--- config.mk ---
export PLATFORM = sky130hd
export DESIGN_NAME = coin_turn_ctrl
export DESIGN_NICKNAME = d
export VERILOG_FILES = /design/src/rtl/coin_turn_ctrl.sv
export SDC_FILE = /design/constraint.sdc
export NUM_CORES = 1
export LEC_CHECK = 0
export BUFFER_PORTS_ARGS = -buffer_cell sky130_fd_sc_hd__buf_4
export CAP_MARGIN = 30
export CORE_MARGIN = 4
export CORE_UTILIZATION = 54
export CTS_CLUSTER_SIZE = 14
export DETAILED_ROUTE_END_ITERATION = 16
export PLACE_DENSITY = 0.77
export REMOVE_ABC_BUFFERS = 1
export SLEW_MARGIN = 20
export SYNTH_ARGS = -nofsm -noshare
export SYNTH_HDL_FRONTEND = slang
export SYNTH_SLANG_ARGS = --single-unit
--- constraint.sdc ---
create_clock -name clk -period 3.05 [get_ports clk]
set_input_delay 0.915 -clock clk [delete_from_list [all_inputs] [get_ports clk]]
set_output_delay 0.915 -clock clk [all_outputs]
set_load 0.05 [all_outputs]
--- src/rtl/coin_turn_ctrl.sv ---
// Turn scheduler and drop sequencer for the two-player coin game.
// Optional idle-timeout turn pass is built only when COIN_TURN_TIMEOUT_EN is defined.
module coin_turn_ctrl #(
   parameter int NUM_COLS       = 10,
   parameter int NUM_ROWS       = 6,
   parameter int COL_WIDTH      = 64,
`ifdef COIN_TURN_TIMEOUT_EN
   parameter int DROP_TICKS     = 4,
   parameter int TIMEOUT_CYCLES = 1000
`else
   parameter int DROP_TICKS     = 4
`endif
) (
   input  logic       clk,
   input  logic       rst_n,
   input  logic [9:0] player_left,
   input  logic [9:0] player_right,
   input  logic       drop_left,
   input  logic       drop_right,
   input  logic       clear,
   output logic [3:0] coin_col,
   output logic [3:0] coin_row,
   output logic       coin_active,
   output logic       coin_owner,
   output logic       turn,
   output logic       landed,
   output logic       reject,
   output logic       board_full
);

   localparam int TICK_W = (DROP_TICKS > 1) ? $clog2(DROP_TICKS) : 1;

   typedef enum logic [1:0] {
      ST_IDLE = 2'd0,
      ST_DROP = 2'd1,
      ST_LAND = 2'd2
   } state_t;

   state_t              r_state;
   logic [TICK_W-1:0]   r_tick;
   logic [3:0]          r_height [NUM_COLS];
   logic [3:0]          r_coin_col;
   logic [3:0]          r_coin_row;
   logic                r_coin_active;
   logic                r_coin_owner;
   logic                r_turn;
   logic                r_landed;
   logic                r_reject;
   logic                r_board_full;

`ifdef COIN_TURN_TIMEOUT_EN
   localparam int IDLE_W = (TIMEOUT_CYCLES > 1) ? $clog2(TIMEOUT_CYCLES) : 1;
   logic [IDLE_W-1:0]   r_idle_cnt;
`endif

   logic                w_req;
   logic [9:0]          w_pos;
   logic [31:0]         w_quot;
   logic                w_col_ok;
   logic [3:0]          w_col;
   logic [3:0]          w_req_height;
   logic [3:0]          w_cur_height;
   logic                w_all_full;
   logic                w_refuse;

   // Only the turn player's request and position are looked at.
   assign w_req    = r_turn ? drop_right : drop_left;
   assign w_pos    = r_turn ? player_right : player_left;
   assign w_quot   = {22'd0, w_pos} / 32'(COL_WIDTH);
   assign w_col_ok = (w_quot < 32'(NUM_COLS));
   assign w_col    = w_quot[3:0];

   // Height lookups for the requested column and the falling coin's column.
   always_comb begin
      w_req_height = 4'd0;
      w_cur_height = 4'd0;
      w_all_full   = 1'b1;
      for (int c = 0; c < NUM_COLS; c++) begin
         w_req_height = (w_col == 4'(c))      ? r_height[c] : w_req_height;
         w_cur_height = (r_coin_col == 4'(c)) ? r_height[c] : w_cur_height;
         w_all_full   = w_all_full & (r_height[c] == 4'(NUM_ROWS));
      end
   end

   assign w_refuse = !w_col_ok || (w_req_height == 4'(NUM_ROWS)) || r_board_full;

   // Turn / drop / land sequencer with board bookkeeping.
   always_ff @(posedge clk or negedge rst_n) begin
      if (!rst_n) begin
         r_state       <= ST_IDLE;
         r_tick        <= '0;
         r_coin_col    <= 4'd0;
         r_coin_row    <= 4'd0;
         r_coin_active <= 1'b0;
         r_coin_owner  <= 1'b0;
         r_turn        <= 1'b0;
         r_landed      <= 1'b0;
         r_reject      <= 1'b0;
         r_board_full  <= 1'b0;
         for (int c = 0; c < NUM_COLS; c++) begin
            r_height[c] <= 4'd0;
         end
`ifdef COIN_TURN_TIMEOUT_EN
         r_idle_cnt    <= '0;
`endif
      end else if (clear) begin
         // Clear wins over everything, including a same-cycle request.
         r_state       <= ST_IDLE;
         r_tick        <= '0;
         r_coin_active <= 1'b0;
         r_turn        <= 1'b0;
         r_landed      <= 1'b0;
         r_reject      <= 1'b0;
         r_board_full  <= 1'b0;
         for (int c = 0; c < NUM_COLS; c++) begin
            r_height[c] <= 4'd0;
         end
`ifdef COIN_TURN_TIMEOUT_EN
         r_idle_cnt    <= '0;
`endif
      end else begin
         r_landed     <= 1'b0;
         r_reject     <= 1'b0;
         r_board_full <= w_all_full;
`ifdef COIN_TURN_TIMEOUT_EN
         r_idle_cnt   <= '0;
`endif
         case (r_state)
            ST_IDLE: begin
               if (w_req) begin
                  if (w_refuse) begin
                     r_reject <= 1'b1;
                  end else begin
                     r_coin_col    <= w_col;
                     r_coin_owner  <= r_turn;
                     r_coin_row    <= 4'(NUM_ROWS - 1);
                     r_coin_active <= 1'b1;
                     r_tick        <= '0;
                     r_state       <= ST_DROP;
                  end
               end else begin
`ifdef COIN_TURN_TIMEOUT_EN
                  if (!r_board_full) begin
                     if (r_idle_cnt == IDLE_W'(TIMEOUT_CYCLES - 1)) begin
                        r_turn <= ~r_turn;
                     end else begin
                        r_idle_cnt <= r_idle_cnt + IDLE_W'(1);
                     end
                  end else begin
                     r_idle_cnt <= '0;
                  end
`else
                  r_state <= ST_IDLE;
`endif
               end
            end
            ST_DROP: begin
               if (r_tick == TICK_W'(DROP_TICKS - 1)) begin
                  r_tick <= '0;
                  if (r_coin_row > w_cur_height) begin
                     r_coin_row <= r_coin_row - 4'd1;
                  end else begin
                     r_landed <= 1'b1;
                     r_state  <= ST_LAND;
                  end
               end else begin
                  r_tick <= r_tick + TICK_W'(1);
               end
            end
            ST_LAND: begin
               for (int c = 0; c < NUM_COLS; c++) begin
                  if (r_coin_col == 4'(c)) begin
                     r_height[c] <= r_height[c] + 4'd1;
                  end else begin
                     r_height[c] <= r_height[c];
                  end
               end
               r_turn        <= ~r_turn;
               r_coin_active <= 1'b0;
               r_state       <= ST_IDLE;
            end
            default: begin
               r_coin_active <= 1'b0;
               r_state       <= ST_IDLE;
            end
         endcase
      end
   end

   assign coin_col    = r_coin_col;
   assign coin_row    = r_coin_row;
   assign coin_active = r_coin_active;
   assign coin_owner  = r_coin_owner;
   assign turn        = r_turn;
   assign landed      = r_landed;
   assign reject      = r_reject;
   assign board_full  = r_board_full;

endmodule

== Word level (Yosys, flattened, before mapping) ==
Cells that the tools add are included.
Operators by class
  add/sub/neg operators: 12
  magnitude comparators: 2
  equality and inequality tests: 42
  multiplexer cells: 65
  bitwise logic cells: 12
  reduce and logical (&&, ||, !) cells: 34
Operators by type and width (number)
  two-way mux 4 bit: 34
  two-way mux 40 bit: 2
  == test 4 x 3 -> 1 bit (second input constant): 19
  adder 4 x 1 -> 4 bit (second input constant): 10
  nonzero test 2 bit: 12
  AND reduction 2 bit: 10
  two-way mux 2 bit: 9
  == test 4 x 2 -> 1 bit (second input constant): 4
  == test 4 bit (second input constant): 4
  two-way mux 1 bit: 15
  != test 3 bit (second input constant): 4
  two-way mux 10 bit: 1
  != test 2 bit (second input constant): 5
  bitwise AND 1 bit: 9
  AND reduction 3 bit: 3
  == test 4 x 1 -> 1 bit (second input constant): 2
  zero test 4 bit: 2
  one-hot mux 2 bit (2 select lines): 2
  one-hot mux 4 bit (2 select lines): 1
  AND reduction 6 bit: 1
  == test 2 bit (second input constant): 2
  greater-than comparator 4 bit: 1
  less-than comparator 4 bit (second input constant): 1
  != test 4 bit (second input constant): 1
  10 further kinds: 13
Word-level totals
  bits in registers: 58
  input port bits: 25
  output and inout port bits: 14
  logic and storage cells: 187

== Logic depth before layout (Yosys ltp) ==
  depth in word-level cells: 19
  gate-level depth with buffers: 16
  gate-level depth less buffers: 14

== Least setup slack after synthesis ==
No wires, ideal clock.
  kind: reg-to-reg
  start point: register r_coin_col[1] (netlist: coin_col[1])
  end point: register r_coin_row[1] (netlist: coin_row[1])
  setup time: 0.124 ns
  data arrival time: 3.454 ns
  required time: 2.926 ns
  setup slack: -0.528 ns
  cell stages (with the launch flop): 14
  path buffers: 1
  clock period less this slack: 3.578 ns
  path through: dfrtp_1 -> clkbuf_1 -> nor2b_1 -> a22oi_1 -> o221a_2 -> o31a_1 -> ha_1 -> nor2b_1 -> o21a_1 -> o21a_1 -> o21ai_0 -> nor2_1 -> mux2i_1 -> a211o_1
Between the ends
  cells in the longest elaborated chain, start to end: 14
  elaborated cells between the ends (all ways): 23
  classes of those cells: order compare: 1; eq/ne: 10; mux: 10; reduce/logical: 2
Ends and longest elaborated chain
  start: declaration: line 42  | logic [3:0] r_coin_col;
  start signal: assignment: line 134  | r_coin_col <= w_col;
  zero test 4 bit: line 80  | w_cur_height = (r_coin_col == 4'(c)) ? r_height[c] : w_cur_height;
  two-way mux 4 bit (9 in a row): line 80
  two-way mux 4 bit (*): line 80
  greater-than comparator 4 bit (*): line 160  | if (r_coin_row > w_cur_height) begin
  != test 2 bit (no source line) (*)
  AND reduction 6 bit (no source line) (*)
  end signal: assignment: line 136  | r_coin_row <= 4'(NUM_ROWS - 1);
  end signal: assignment: line 161  | r_coin_row <= r_coin_row - 4'd1;
  end: declaration: line 43  | logic [3:0] r_coin_row;
Mark *: on every way between the ends. The rest lies on a longest branch, timed or not.
A chain may end at the register's enable or synchronous reset.

== Worst setup path after layout ==
  start point: register r_coin_col[0] (netlist: coin_col[0])
  end point: register r_coin_row[1] (netlist: coin_row[1])
The elaborated chain is that of the path after synthesis.

==> flow_metrics.env <==
export IMPL_holdBufCountCts=0
export IMPL_worstRegToRegCells=13
export IMPL_drive_above_1_share_pct=22.1
export IMPL_clock_latency_ns=0.35
export IMPL_ir_worst_vdd_v=0.000290
export IMPL_grt_pass1_vias=3284
export IMPL_nets=522
export IMPL_yosysMostFrequentCell="nor2_1"
export IMPL_io_buffers=26
export IMPL_rows=30
export IMPL_die_w_microns=92.8
export IMPL_ant_nets=0
export IMPL_synth_edf_count=0
export IMPL_crit_path_start_kind="flop"
export IMPL_place_area_sq_um=4400
export IMPL_cap_violations=0
export IMPL_endpoint_kind="flop"
export IMPL_crit_type="reg2reg"
export IMPL_max_clock_path_buffers=2
export IMPL_finalMaxSlewViolations=0
export IMPL_synthFlopType="dfrtp_1"
export IMPL_ios=39
export IMPL_ys_seq_area_share_pct=37.4
export IMPL_netlist_top_cells_count="65 x nor2_1, 58 x dfrtp_1, 27 x nand2_1"
export IMPL_gp_congestion=0.959
export IMPL_power_density_nw_per_um2=492
export IMPL_final_cell_area_sq_um=4660
export IMPL_viasPerCell=5.99
export IMPL_rsz0062_at_grt="true"
export IMPL_slew_headroom_pct=47.3
export IMPL_syn_inst=415
export IMPL_synth_cell_types=63
export IMPL_wl_per_cell_microns=18.1
export IMPL_start_util_pct=56.2
export IMPL_post_route_period_util_pct=98.9
export IMPL_final_hold_viol_count=0
export IMPL_crit_path_max_fanout=6
export IMPL_leakage_nw=2.03
export IMPL_synth_warnings=0
export IMPL_min_delay_path_class="reg2reg"
export IMPL_worstPathRequired_ns=3.28
export IMPL_period_minus_slack_ns=3.01
export IMPL_antenna_found_initial=0
export IMPL_synthTopCellsByArea="dfrtp_1 37%, ha_1 8.4%, nor2_1 6.3%"
export IMPL_finClkSkew_ns=0.00802
export IMPL_coreArea_sq_um=6910
export IMPL_cts_num_sinks=58
export IMPL_critPathArrivalTime_ns=3.24
export IMPL_num_fill_cells=556
export IMPL_root_buffer="clkbuf_8"
export IMPL_outcome="complete, no violations"
export IMPL_multi_input_area_sq_um=2340
export IMPL_h_tree_depth=3
export IMPL_dpl_hpwl_mm=7.62
export IMPL_clkTransAtPathRegs_ns=0.07
export IMPL_synth_top_area_cell="dfrtp_1"
export IMPL_worstMarginPinSlew_ns=0.783
export IMPL_cts_buffers=9
export IMPL_track_usage_pct=25.0
export IMPL_n_antenna_cell=0
export IMPL_fp_dieH_microns=92.8
export IMPL_regArea_sq_um=1450
export IMPL_setup_tns_ns=0
export IMPL_dieArea_sq_um=8610
export IMPL_syn_to_final_growth_pct=20.0
export IMPL_first_pass_iters=5
export IMPL_grt_max_degree=59
export IMPL_synth_top_cell_area_share_pct=37.4
export IMPL_grt_overflow=0
export IMPL_finalSetupViolations=0
export IMPL_synth_area_per_cell_sq_um=9.35
export IMPL_vias=3426
export IMPL_whs_ns=0.499
export IMPL_post_route_worst_setup_slack_ns=0.0350
export IMPL_synth_area_sq_um=3880
export IMPL_dp_slack_ns=-0.0738
export IMPL_clock_fmax_mhz=332
export IMPL_hold_path_depth=1
export IMPL_ys_async_sr_fraction_pct=100
export IMPL_synth_seq_cells=58
export IMPL_drc=0
export IMPL_drt_initial_drc_count=337
export IMPL_cts_tree="built"
export IMPL_drt_wl_total_mm=10.3
export IMPL_grt_pass1_wl_mm=16.7
per-layer routing:
layer / share of wire [%] / vias to the layer above / track usage [%]
met5: 0 / - / 0
met3: 6.9 / 20 / 5.77
met4: 2.1 / 0 / 9.16
li1: - / 1589 / -
met2: 47 / 135 / 38.8
met1: 44 / 1682 / 34.0
logic make-up (layout without fill, tap and decap cells):
group	Yosys count	in the layout	share of synthesized area, %
compound gates	73	73	14.5
xor+xnor	31	31	7.00
mux	21	21	6.71
fa+ha+maj	26	26	8.38
simple gates	173	173	22.4
buf+inv	33	94	3.58
flops	58	58	37.4
cell usage in the layout, fill, tap and decap left out, drive strengths merged, types with 3 or more instances in the layout:
master	instances
clkbuf	14
nand3b	5
mux2i	11
or3	6
nor2b	10
nand3	5
buf	62
nand2	28
dfrtp	58
xor2	21
nor4	3
o21ai	12
nor3b	4
a211oi	10
nand4b	3
nand2b	7
inv	16
xnor2	10
nor2	67
nand4	14
ha	26
a21oi	16
o31ai	3
a22oi	5
mux2	8
nor3	10
path summary, 6_finish.rpt:
path / slack (ns) / to / startpoint
worst max-delay path: 0.04 / coin_row[1] / coin_col[0]
worst min-delay path: 0.50 / coin_active / coin_active
worst max register to register: 0.04 / coin_row[1] / coin_col[0]
worst min register to register: 0.50 / coin_active / coin_active
max in group asynchronous: 1.89 / coin_col[1] / rst_n
min in group asynchronous: 0.63 / r_tick[0] / rst_n
critical path: stages, from the launching register on:
cell,delay [ns]
dfrtp_1,0.39
mux4_2,0.57
mux2i_1,0.16
o21ai_1,0.11
mux2_4,0.29
a21oi_4,0.17
ha_4,0.23
o21a_1,0.09
o21a_1,0.16
o21ai_1,0.12
buf_4,0.17
nor2_2,0.06
mux2i_1,0.13
a211o_1,0.23
through the flow:
| step | util (%) | power (mW) | instances |
|---|---|---|---|
| 5_1_grt | 67.4 | 2.39 | 572 |
| 3_3_place_gp | 63.7 | 1.51 | 556 |
| 3_5_place_dp | 63.7 | 1.53 | 556 |
| 6_report | 67.4 | 2.29 | 572 |
| 2_1_floorplan | - | 1.25 | 398 |
| 4_1_cts | 66.6 | 2.26 | 572 |
area by class of cell:
type	instances	area share, %
sequential	58	31.2
clock inverter	2	0.752
timing repair buffer	62	10.4
multi-input combinational	324	50.3
tap	96	2.58
inverter	16	1.29
clock buffer	14	3.49
what timing repair did:
item	CTS	global route
pin swaps	1	5
endpoints found under the setup margin	3	5
setup buffers	0	0
resized for setup	3	13
sequential cells by signal, indices dropped and copies added (netlist names):
name,cells
turn,1
board_full,1
reject,1
r_height,40
r_tick,2
landed,1
coin_owner,1
r_state,2
coin_row,4
coin_active,1
coin_col,4
where the power goes:
part	switching [mW]	internal, mW
combinational	0.405	0.278
sequential	0.0693	0.808
clock	0.307	0.422
(Power assumes the default switching activity.)
